File: src/rtl/lane_sync_ctrl.sv
// lane_sync_ctrl
// ---------------------------------------------------------------------------
// Receive-lane sequencing controller in the clk_4f domain. It sits directly
// after the 8-bit symbol deserializer.
//   * HUNT/CONFIRM: looks for SYNC_CNT consecutive clean comma symbols.
//   * ACTIVE: forwards data symbols with a one-cycle valid strobe.
//   * IDLE: the lane is receiving idle symbols.
//   * LOSS_CNT consecutive errored symbols in ACTIVE/IDLE drop sync, pulse
//     sync_lost and return to HUNT.
//
// Optional build macro: LANE_SYNC_STATS_EN adds err_total, a saturating
// 16-bit count of errored valid symbols. The counter is cleared only by reset.
//
// Ports
//   clk_4f      in   1  block clock, rising edge
//   reset       in   1  asynchronous, active-high reset
//   sym_in      in   8  parallel symbol from the deserializer
//   sym_valid   in   1  sym_in/sym_err are valid this cycle
//   sym_err     in   1  decoder error flag for sym_in
//   data_out    out  8  forwarded data symbol (holds when valid_out=0)
//   valid_out   out  1  one-cycle strobe per forwarded symbol
//   idle_out    out  1  lane is in idle
//   active_out  out  1  lane is synced (ACTIVE or IDLE)
//   sync_lost   out  1  one-cycle pulse on loss of sync
//   err_total   out 16  saturating error count (LANE_SYNC_STATS_EN only)
//   state_out   out  2  HUNT=0, CONFIRM=1, ACTIVE=2, IDLE=3
//
// Handshake: a symbol is consumed on a rising edge where sym_valid=1. There is
// no back-pressure. The response is registered and appears one cycle later.
// In cycles where sym_valid=0, the state and counters hold, and valid_out and
// sync_lost are low.
// ---------------------------------------------------------------------------
module lane_sync_ctrl #(
    parameter int unsigned SYNC_CNT  = 4,
    parameter int unsigned LOSS_CNT  = 3,
    parameter logic [7:0]  COMMA_SYM = 8'hBC,
    parameter logic [7:0]  IDLE_SYM  = 8'h7C
) (
    input  logic        clk_4f,
    input  logic        reset,
    input  logic [7:0]  sym_in,
    input  logic        sym_valid,
    input  logic        sym_err,
    output logic [7:0]  data_out,
    output logic        valid_out,
    output logic        idle_out,
    output logic        active_out,
    output logic        sync_lost,
`ifdef LANE_SYNC_STATS_EN
    output logic [15:0] err_total,
`endif
    output logic [1:0]  state_out
);

    typedef enum logic [1:0] {
        ST_HUNT    = 2'd0,
        ST_CONFIRM = 2'd1,
        ST_ACTIVE  = 2'd2,
        ST_IDLE    = 2'd3
    } state_t;

    localparam logic [3:0] SYNC_TGT = 4'(SYNC_CNT);
    localparam logic [3:0] LOSS_TGT = 4'(LOSS_CNT);

    state_t      state_q,  state_d;
    logic [3:0]  bc_cnt_q, bc_cnt_d;
    logic [3:0]  err_cnt_q, err_cnt_d;
    logic [7:0]  data_q,   data_d;
    logic        valid_q,  valid_d;
    logic        idle_q,   idle_d;
    logic        active_q, active_d;
    logic        lost_q,   lost_d;

    logic        is_comma;
    logic        is_idle;
    logic [3:0]  bc_inc;
    logic [3:0]  err_inc;

    assign is_comma = (sym_in == COMMA_SYM);
    assign is_idle  = (sym_in == IDLE_SYM);
    assign bc_inc   = bc_cnt_q + 4'd1;
    assign err_inc  = err_cnt_q + 4'd1;

    always_comb begin
        state_d   = state_q;
        bc_cnt_d  = bc_cnt_q;
        err_cnt_d = err_cnt_q;
        data_d    = data_q;
        valid_d   = 1'b0;
        idle_d    = idle_q;
        lost_d    = 1'b0;

        if (sym_valid) begin
            case (state_q)
                ST_HUNT: begin
                    if (is_comma && !sym_err) begin
                        if (SYNC_TGT == 4'd1) begin
                            state_d  = ST_ACTIVE;
                            bc_cnt_d = 4'd0;
                        end else begin
                            state_d  = ST_CONFIRM;
                            bc_cnt_d = 4'd1;
                        end
                    end else begin
                        bc_cnt_d = 4'd0;
                    end
                end

                ST_CONFIRM: begin
                    if (is_comma && !sym_err) begin
                        if (bc_inc == SYNC_TGT) begin
                            state_d  = ST_ACTIVE;
                            bc_cnt_d = 4'd0;
                        end else begin
                            bc_cnt_d = bc_inc;
                        end
                    end else begin
                        state_d  = ST_HUNT;
                        bc_cnt_d = 4'd0;
                    end
                end

                ST_ACTIVE, ST_IDLE: begin
                    // An error overrides decode. In IDLE, the state and idle
                    // flag hold until the loss threshold is reached.
                    if (sym_err) begin
                        if (err_inc == LOSS_TGT) begin
                            state_d   = ST_HUNT;
                            err_cnt_d = 4'd0;
                            bc_cnt_d  = 4'd0;
                            idle_d    = 1'b0;
                            lost_d    = 1'b1;
                        end else begin
                            err_cnt_d = err_inc;
                        end
                    end else begin
                        err_cnt_d = 4'd0;
                        if (is_idle) begin
                            state_d = ST_IDLE;
                            idle_d  = 1'b1;
                        end else if (!is_comma) begin
                            // A data symbol forwards and leaves IDLE in the
                            // same cycle. A comma leaves the state as it is.
                            state_d = ST_ACTIVE;
                            idle_d  = 1'b0;
                            data_d  = sym_in;
                            valid_d = 1'b1;
                        end
                    end
                end

                default: state_d = ST_HUNT;
            endcase
        end

        active_d = (state_d == ST_ACTIVE) || (state_d == ST_IDLE);
    end

    always_ff @(posedge clk_4f or posedge reset) begin
        if (reset) begin
            state_q   <= ST_HUNT;
            bc_cnt_q  <= 4'd0;
            err_cnt_q <= 4'd0;
            data_q    <= 8'h00;
            valid_q   <= 1'b0;
            idle_q    <= 1'b0;
            active_q  <= 1'b0;
            lost_q    <= 1'b0;
        end else begin
            state_q   <= state_d;
            bc_cnt_q  <= bc_cnt_d;
            err_cnt_q <= err_cnt_d;
            data_q    <= data_d;
            valid_q   <= valid_d;
            idle_q    <= idle_d;
            active_q  <= active_d;
            lost_q    <= lost_d;
        end
    end

    assign data_out   = data_q;
    assign valid_out  = valid_q;
    assign idle_out   = idle_q;
    assign active_out = active_q;
    assign sync_lost  = lost_q;
    assign state_out  = state_q;

`ifdef LANE_SYNC_STATS_EN
    logic [15:0] err_total_q, err_total_d;

    // The counter counts errored valid symbols in any state and saturates
    // instead of wrapping.
    always_comb begin
        err_total_d = err_total_q;
        if (sym_valid && sym_err && (err_total_q != 16'hFFFF)) begin
            err_total_d = err_total_q + 16'd1;
        end
    end

    always_ff @(posedge clk_4f or posedge reset) begin
        if (reset) begin
            err_total_q <= 16'd0;
        end else begin
            err_total_q <= err_total_d;
        end
    end

    assign err_total = err_total_q;
`endif

endmodule

File: config.mk
export PLATFORM = sky130hd
export DESIGN_NAME = lane_sync_ctrl
export DESIGN_NICKNAME = d
export VERILOG_FILES = /design/src/rtl/lane_sync_ctrl.sv
export SDC_FILE = /design/constraint.sdc
export NUM_CORES = 1
export LEC_CHECK = 0
export CAP_MARGIN = 10
export CORE_UTILIZATION = 55
export CTS_CLUSTER_DIAMETER = 60
export DETAILED_ROUTE_END_ITERATION = 8
export DONT_BUFFER_PORTS = 1
export HOLD_SLACK_MARGIN = 0.02
export MAX_ROUTING_LAYER = met4
export PLACE_DENSITY = 0.72
export SLEW_MARGIN = 10
export SYNTH_ARGS = -nofsm -noshare
export SYNTH_HDL_FRONTEND = slang
export SYNTH_SLANG_ARGS = --single-unit
File: constraint.sdc
create_clock -name clk_4f -period 2.5 [get_ports clk_4f]
set_input_delay 0.625 -clock clk_4f [delete_from_list [all_inputs] [get_ports clk_4f]]
set_output_delay 0.625 -clock clk_4f [all_outputs]
set_load 0.05 [all_outputs]
==> key figures <==
Power and ir drop
  • Maximum vdd drop: ~0.75 mV
  • Power Density: around 1000 nW/um2
  • Pleak: about 0.53 nW

Flow run
  • MaxCap Viol Count: 0

Logic synthesis
  • Synth cell types: 41
  • Share of the yosys chip area belonging to registers: 45.08%
  • Yosys warnings: 0
  • Post-Synthesis Cells: between 100 and 150
  • Post-synthesis average cell area: ~11 um2
  • Seq cells post-synth: 22
  • Syn_nets: 131
  • Post-Synthesis Cell Area: roughly 1200 um2

CTS
  • CTS sink cnt: 22
  • Cts hold-fix bufs: 0
  • Reg clk slew, reported paths: 120 ps
  • Post-CTS setup buffers: 0
  • H-tree levels: 1
  • Clock Path Buffers: 2
  • CTS Buf Count: 3
  • Worst skew pair latency: 300 ps
  • CTS tree: built
  • Clock Root Buffer: clkbuf_4
  • Post-CTS sizing: 0

Detailed routing
  • DR vias: 878
  • DR DRC count: 0
  • Routed Antenna Nets: 0
  • Via density: between 6 and 7
  • Starting DRT DRC Count: 19
  • Detailed Route WL: around 2100 um
  • Wire per inst: between 10 and 15 um
  • Drt pass-1 iters: 4

Layout
  • Fin cells: roughly 150
  • Layout fillers: 161
  • Area occupied by multi-input gates: just over 600 um2
  • FF+latch area: between 500 and 600 um2
  • Ant. Diodes: 0
  • Area growth, synth to finish: 3.791%
  • Layout cell share with drive strength beyond 1: a little under a fifth
  • Fin nets: between 100 and 150
  • Final core occ: 62.69%

Die
  • Die area: 2413 um2
  • # IOs: 26
  • Die width: a little under 50 um
  • Core area: 2022 um2
  • Die Ht: just under 50 um
  • Initial Util: ~60%
  • Rows: 16

Place
  • Placed cells: ~140
  • HPWL Detailed: approximately 1600 um
  • IO Port Bufs: 0
  • Setup WS pre-CTS: between 400 and 500 ps
  • Final weighted congestion in routability-driven placement: roughly 0.80

Timing
  • Rel. slew slack: 46.51%
  • Final Cycle Share: between 70 and 80%
  • Final worst slack: between 500 and 600 ps
  • Max Fclk: ~510 MHz
  • Worst hold slack: about 350 ps
  • Sum Neg Setup Slack: 0 ps
  • Skew final: about 6.9 ps
  • Final setup violation count: 0
  • Worst Tran Pin Value: around 800 ps
  • RSZ-0062 raised after global routing: no
  • Crit path time final: about 1900 ps
  • Final hold vios: 0
  • Slew Limit Fails: 0

Worst setup path
  • Critical path startpoint category: flip-flop
  • Worst Setup End Kind: flip-flop
  • Critical Path RT: about 2700 ps
  • CP Class: reg2reg
  • Critical path fanouts, max: 8
  • CP Data Arrival Time: approximately 2100 ps

Min path
  • Worst hold path type: in2async

Global routing
  • Largest net degree at the start of global routing: 23
  • Global-route total usage across every layer: about a fifth
  • Global route overflow: 0
  • First-pass GRT wire length: 3567 um
  • Number of global-route vias before repair: around 850
  • Initial antenna violation count: 0

Status
  • Status: finished, final reports clean
-- through the flow --
step	power (mW)	instance area (um2)
2_1_floorplan	1.062	1221
3_3_place_gp	1.105	1231
3_5_place_dp	1.119	1231
4_1_cts	1.305	1267
5_1_grt	1.360	1267
6_report	1.299	1267
-- layer usage --
| metal | part of all wire [%] | track usage [%] | up-vias | routed length, um |
|---|---|---|---|---|
| li1 | - | - | 428 | - |
| met1 | 48 | 23.98 | 420 | 1032 |
| met2 | 46 | 33.79 | 28 | 988 |
| met3 | 4.9 | 2.181 | 2 | 105 |
| met4 | 0.98 | 5.392 | 0 | 21 |
| met5 | 0 | - | - | 0 |
-- kinds of logic after synthesis --
family / share of synthesized area, %
AOI/OAI and AO/OA: 18.24
adders and majority gates: 4.099
buffers and inverters: 5.021
DFF: 45.08
muxes: 7.377
and+or+nand+nor: 20.19
-- power breakdown --
part / switching (mW) / internal (mW)
Sequential: 0.345 / 0.456
Clock: 0.101 / 0.0889
Combinational: 0.172 / 0.136
Total: 0.618 / 0.681
-- cells in the final DEF, fill, tap and decap left out, types with 2 or more instances in the layout --
cell type,count
dfrtp_1,22
nor2_1,4
o31ai_1,3
clkbuf_4,3
nor2b_1,3
mux2_2,8
nand2_1,8
ha_1,4
nand3_1,8
nand4b_1,2
buf_4,2
a21oi_1,5
and2_1,2
o21ai_0,11
inv_1,6
-- cell type report --
type / instances / area share (%)
multi-input combinational: 84 / 48.07
sequential: 22 / 43.44
clock buffer: 4 / 2.863
tap: 27 / 2.665
inverter: 6 / 1.777
timing repair buffer: 2 / 1.185
-- Yosys cell counts, drive strengths merged --
cell type / count / area (um2)
and3b: 1 / 8.760
clkbuf: 2 / 27.53
a21o: 1 / 7.510
nor2: 4 / 15.01
a22oi: 1 / 7.510
inv: 6 / 22.52
nand3b: 1 / 7.510
o32ai: 1 / 8.760
a21bo: 1 / 10.01
nand3: 8 / 40.04
nor3b: 1 / 7.510
a31oi: 1 / 6.260
nor4bb: 1 / 10.01
and2b: 1 / 8.760
nor3: 2 / 21.27
a21oi: 5 / 25.02
a41oi: 1 / 16.27
nor4: 1 / 6.260
a31o: 1 / 8.760
nor2b: 3 / 18.77
nand2: 9 / 36.29
nand4bb: 1 / 11.26
nand4: 1 / 6.260
o21ai: 12 / 60.05
nand4b: 2 / 17.52
a32oi: 1 / 8.760
a211oi: 1 / 7.510
buf: 1 / 11.26
dfrtp: 22 / 550.5
o21ba: 1 / 16.27
and2: 2 / 12.51
a211o: 1 / 8.760
a22o: 1 / 8.760
mux2: 8 / 90.09
o31ai: 3 / 22.52
and4bb: 1 / 12.51
nand2b: 1 / 6.260
ha: 4 / 50.05
-- flip-flops by register name (all words and copies together) (netlist names) --
| signal | flops |
|---|---|
| idle_out | 1 |
| sync_lost | 1 |
| err_cnt_q | 4 |
| state_out | 2 |
| active_out | 1 |
| valid_out | 1 |
| data_out | 8 |
| bc_cnt_q | 4 |
-- final timing paths --
kind	startpoint	endpoint	slack [ps]	depth (start not counted)
worst max register to register	err_cnt_q[0]	bc_cnt_q[1]	550	6
worst max-delay path	err_cnt_q[0]	bc_cnt_q[1]	550	6
max in group asynchronous	reset	idle_out	1650	1
worst min register to register	err_cnt_q[0]	err_cnt_q[0]	580	2
min in group clk_4f	sym_err	valid_out	420	1
worst min-delay path	reset	data_out[6]	350	1
-- worst max-delay path, cell delays in order (launching register included) --
cell and delay [ps]:
dfrtp_1 440, ha_1 260, and2_1 170, a211o_1 310
a41oi_2 350, nand2b_1 200, o21ai_0 110
Note: power is estimated with default switching activity, not from simulation.
